<file path="config.mk">
export PLATFORM = sky130hd
export DESIGN_NAME = imuldiv_muldiv_client
export DESIGN_NICKNAME = d
export VERILOG_FILES = /design/src/rtl/imuldiv_muldiv_client.sv
export SDC_FILE = /design/constraint.sdc
export NUM_CORES = 1
export LEC_CHECK = 0
export CAP_MARGIN = 10
export CORE_MARGIN = 4
export CORE_UTILIZATION = 40
export DETAILED_ROUTE_END_ITERATION = 10
export PLACE_DENSITY = 0.89
export SYNTH_ARGS = -nofsm -noshare
export SYNTH_HDL_FRONTEND = slang
export SYNTH_SLANG_ARGS = --single-unit
</file>
<file path="constraint.sdc">
create_clock -name clk -period 2.5 [get_ports clk]
set_input_delay 0.25 -clock clk [delete_from_list [all_inputs] [get_ports clk]]
set_output_delay 0.25 -clock clk [all_outputs]
set_load 0.01 [all_outputs]
</file>
<file path="src/rtl/imuldiv_muldiv_client.sv">
// Core-side client for an iterative mul/div unit: accepts one command, issues
// the unit request, captures the response and hands the result back to the core.
module imuldiv_muldiv_client (
  input  logic        clk,
  input  logic        reset,
  input  logic        i_cmd_val,
  output logic        o_cmd_rdy,
  input  logic [2:0]  i_cmd_fn,
  input  logic [31:0] i_cmd_a,
  input  logic [31:0] i_cmd_b,
  input  logic [4:0]  i_cmd_rd,
  output logic [2:0]  o_muldivreq_msg_fn,
  output logic [31:0] o_muldivreq_msg_a,
  output logic [31:0] o_muldivreq_msg_b,
  output logic        o_muldivreq_val,
  input  logic        i_muldivreq_rdy,
  input  logic [63:0] i_muldivresp_msg_result,
  input  logic        i_muldivresp_val,
  output logic        o_muldivresp_rdy,
  output logic [31:0] o_wb_data,
  output logic [4:0]  o_wb_rd,
  output logic        o_wb_err,
  output logic        o_wb_val,
  input  logic        i_wb_rdy,
  output logic [7:0]  o_last_lat
);

  localparam int unsigned FN_W   = 3;
  localparam int unsigned DATA_W = 32;
  localparam int unsigned RD_W   = 5;
  localparam int unsigned LAT_W  = 8;

  localparam logic [FN_W-1:0]  FN_REM   = 3'd3;
  localparam logic [FN_W-1:0]  FN_REMU  = 3'd4;
  localparam logic [LAT_W-1:0] LAT_MAX  = 8'hFF;

  typedef enum logic [1:0] {ST_IDLE, ST_REQ, ST_WAIT, ST_WB} state_t;

  state_t              r_state;
  state_t              w_state_nxt;
  logic                r_cmd_rdy;
  logic                r_req_val;
  logic                r_resp_rdy;
  logic                r_wb_val;
  logic [FN_W-1:0]     r_fn;
  logic [DATA_W-1:0]   r_a;
  logic [DATA_W-1:0]   r_b;
  logic [RD_W-1:0]     r_rd;
  logic [DATA_W-1:0]   r_wb_data;
  logic                r_wb_err;
  logic [LAT_W-1:0]    r_cnt;
  logic [LAT_W-1:0]    r_last_lat;
  logic                w_cmd_fire;
  logic                w_fn_valid;
  logic [DATA_W-1:0]   w_result;

  assign w_cmd_fire = i_cmd_val & r_cmd_rdy;
  assign w_fn_valid = (i_cmd_fn <= FN_REMU);

  // Next-state decode and result half selection ({rem,quot} for divides)
  always_comb begin
    w_state_nxt = r_state;
    w_result    = i_muldivresp_msg_result[DATA_W-1:0];
    if ((r_fn == FN_REM) || (r_fn == FN_REMU)) begin
      w_result = i_muldivresp_msg_result[2*DATA_W-1:DATA_W];
    end
    case (r_state)
      ST_IDLE: if (w_cmd_fire)       w_state_nxt = w_fn_valid ? ST_REQ : ST_WB;
      ST_REQ:  if (i_muldivreq_rdy)  w_state_nxt = ST_WAIT;
      ST_WAIT: if (i_muldivresp_val) w_state_nxt = ST_WB;
      ST_WB:   if (i_wb_rdy)         w_state_nxt = ST_IDLE;
      default:                       w_state_nxt = ST_IDLE;
    endcase
  end

  // State register with handshake flags decoded one cycle ahead
  always_ff @(posedge clk or negedge reset) begin
    if (!reset) begin
      r_state    <= ST_IDLE;
      r_cmd_rdy  <= 1'b1;
      r_req_val  <= 1'b0;
      r_resp_rdy <= 1'b0;
      r_wb_val   <= 1'b0;
    end else begin
      r_state    <= w_state_nxt;
      r_cmd_rdy  <= (w_state_nxt == ST_IDLE);
      r_req_val  <= (w_state_nxt == ST_REQ);
      r_resp_rdy <= (w_state_nxt == ST_WAIT);
      r_wb_val   <= (w_state_nxt == ST_WB);
    end
  end

  // Command capture, wait-cycle counter and writeback payload
  always_ff @(posedge clk or negedge reset) begin
    if (!reset) begin
      r_fn       <= '0;
      r_a        <= '0;
      r_b        <= '0;
      r_rd       <= '0;
      r_wb_data  <= '0;
      r_wb_err   <= 1'b0;
      r_cnt      <= '0;
      r_last_lat <= '0;
    end else begin
      case (r_state)
        ST_IDLE: begin
          if (w_cmd_fire) begin
            r_fn <= i_cmd_fn;
            r_a  <= i_cmd_a;
            r_b  <= i_cmd_b;
            r_rd <= i_cmd_rd;
            if (w_fn_valid) begin
              r_wb_err <= 1'b0;
            end else begin
              r_wb_err   <= 1'b1;
              r_wb_data  <= '0;
              r_last_lat <= '0;
            end
          end
        end
        ST_REQ: begin
          if (i_muldivreq_rdy) r_cnt <= '0;
        end
        ST_WAIT: begin
          if (i_muldivresp_val) begin
            r_wb_data  <= w_result;
            r_last_lat <= r_cnt;
          end else if (r_cnt != LAT_MAX) begin
            r_cnt <= r_cnt + LAT_W'(1);
          end
        end
        default: ;
      endcase
    end
  end

  assign o_cmd_rdy          = r_cmd_rdy;
  assign o_muldivreq_val    = r_req_val;
  assign o_muldivreq_msg_fn = r_fn;
  assign o_muldivreq_msg_a  = r_a;
  assign o_muldivreq_msg_b  = r_b;
  assign o_muldivresp_rdy   = r_resp_rdy;
  assign o_wb_val           = r_wb_val;
  assign o_wb_data          = r_wb_data;
  assign o_wb_rd            = r_rd;
  assign o_wb_err           = r_wb_err;
  assign o_last_lat         = r_last_lat;

endmodule
</file>
==> metrics.cfg <==
[clocking]
cts_inserted_buffers = 17
cts_max_level = 4
root_buffer = clkbuf_16
cts_tree = done
cts-hold-fix-buffers = 1
clock_sinks = 127
clk_pin_slew_worst_paths_ns = 0.06
post_cts_buffers = 0
cts.repair.resized = 0
clock_path_buffers = 2
clkLatencyLatePin_ns = 0.41

[grt]
track_usage = 0.212
grt_pass1_vias = 4922
antenna_found_initial = 1
grt_max_degree = 128
overflow = 0
grt_pass1_wl_um = 24300

[detailed_routing]
firstDrtPassIters = 4
drt_first_iter_violations = 256
post_drt_wl_per_cell_um = 15.5
ant_nets = 0
vias = 4687
drc = 0
finalWirelength_um = 15300
vias_per_cell = 4.76

[synth]
ys_top_cells_by_area = dfrtp_1 61%, nand2_1 19%, mux2i_1 6.5%
synthArstFlopShare = 1.00
syn_nets = 689
synth_cells = 546
ys_types = 31
synth_flop_cell = dfrtp_1
syn_area_um2 = 5200
ys_ff_latch = 127
yosysTopAreaCell = dfrtp_1
yosys_warnings = 0
avgSynthCellArea_um2 = 9.52
synth_seq_area_share = 0.612
ys_top_cells_by_count = 260 x nand2_1, 126 x dfrtp_1, 37 x o21ai_0, 34 x mux2i_1, 17 x clkbuf_1
post-synth-top-count-cell = nand2_1
synth_edf_count = 0
synth_top_area_frac = 0.607

[run_status]
outcome = finished clean

[timing]
worst_slew_pin_slew_ns = 0.750
setup_tns_ns = 0
rsz0062_at_grt = false
period_needed_ns = 1.91
maxSlewViolCount = 0
setup_viol = 0
slew-limit-headroom = 0.500
clock_skew_ns = 0.00503
period_share = 0.765
fmax_ghz = 0.523
hold_viol_final = 0

[place]
post-place-cells = 951
hpwl_um = 11000
place_area_um2 = 7950
gp_congestion = 0.770
io_buffers = 258

[power]
power_density_nw_per_um2 = 1240
peakVddDrop_mv = 0.694
power_mw = 10.7
leakagePower_nw = 4.15

[floorplan]
die_w_um = 122
rows = 41
initial_core_util = 0.410
io_pins = 259
die_area_um2 = 14900
placeableCoreArea_um2 = 12700
fp.dieH_um = 122

[min_path]
hold_class = input port to register

[final_layout]
syn_to_final_growth_pct = 66.6
n_fill_cell = 948
drive_gt1_frac = 0.0567
final_cells = 985
multi_input_area_um2 = 1860
layout.nets = 942
post-route-util = 0.683
fin_area_um2 = 8660
seq_area_um2 = 3180

[flow_run]
cap_violations = 0

[critical_path]
endpoint_kind = register
path_class = register to register
arrival_ns = 2.25
cp_max_fo = 9
critical_path.startpoint_type = register
required_ns = 2.84

==> logic make-up after synthesis <==
kind of cell,synth area share
AND/OR/NAND/NOR,0.210
flip-flops,0.612
AO/OA/AOI/OAI,0.0746
buffers and inverters,0.0352
multiplexers,0.0655
adder cells (fa/ha/maj),0.00241
==> state kept, by name (all words and copies together), names as in the netlist <==
signal,count
o_wb_val,1
o_muldivreq_val,1
o_muldivreq_msg_b,32
o_muldivreq_msg_a,32
r_cnt,8
o_wb_rd,5
o_last_lat,8
o_wb_data,32
o_wb_err,1
r_state,2
o_muldivresp_rdy,1
o_cmd_rdy,1
o_muldivreq_msg_fn,3
==> cells in the final DEF (no fill, tap or decap), drive strengths merged, types with 2 or more instances in the layout <==
| cell type | n |
|---|---|
| a21oi | 5 |
| a22o | 5 |
| a31oi | 6 |
| a41oi | 2 |
| and3b | 2 |
| buf | 8 |
| bufinv | 7 |
| clkbuf | 17 |
| clkdlybuf4s50 | 257 |
| clkinv | 4 |
| clkinvlp | 3 |
| dfrtp | 126 |
| inv | 9 |
| mux2i | 34 |
| nand2 | 260 |
| nand3 | 4 |
| nor2 | 10 |
| o21ai | 39 |
| o311a | 2 |
==> stage by stage <==
step	setup slack [ns]	hold WS, ns
after CTS	0.592	0.340
after floorplan	0.867	-0.0456
final	0.588	0.358
after detailed placement	0.415	0.420
after global placement	0.492	0.417
after global routing	0.440	0.349
==> path summary, 6_finish.rpt <==
check	from	endpoint	slack, ns	depth (start not counted)
max in group asynchronous	reset	o_muldivreq_msg_b[19]	1.51	3
max	r_state[1]	r_cnt[1]	0.59	4
min reg2reg	o_muldivreq_msg_a[18]	o_muldivreq_msg_a[18]	0.47	2
min in group asynchronous	reset	o_wb_data[6]	0.48	3
max reg2reg	r_state[1]	r_cnt[1]	0.59	4
min	i_cmd_a[18]	o_muldivreq_msg_a[18]	0.36	3
==> critical path, cell delays in order, from the launching register on <==
cell	delay, ns
dfrtp_1	0.47
and3b_1	0.32
a211oi_2	0.38
o311a_1	0.44
mux2i_1	0.22
==> routing by layer <==
| metal | routed length (um) | up-vias | track usage |
|---|---|---|---|
| met3 | 1590 | 29 | 0.0901 |
| met4 | 500 | 0 | 0.105 |
| li1 | - | 2274 | - |
| met5 | 0 | - | 0 |
| met2 | 7730 | 192 | 0.361 |
| met1 | 5430 | 2192 | 0.225 |
==> where the power goes <==
| part | internal (mW) | switching, mW | total (mW) |
|---|---|---|---|
| registers | 2.97 | 0.548 | 3.52 |
| logic | 2.33 | 2.00 | 4.33 |
| clock network | 1.97 | 0.914 | 2.88 |
| total | 7.27 | 3.46 | 10.7 |
==> cell type report <==
cell class	count	area share
Antenna cell	1	0.000289
Clock buffer	17	0.0491
Clock inverter	15	0.0306
Inverter	8	0.00347
Multi-Input combinational cell	379	0.215
Sequential cell	127	0.367
Tap cell	172	0.0249
Timing Repair Buffer	266	0.310
Note: power is estimated with default switching activity, not from simulation.
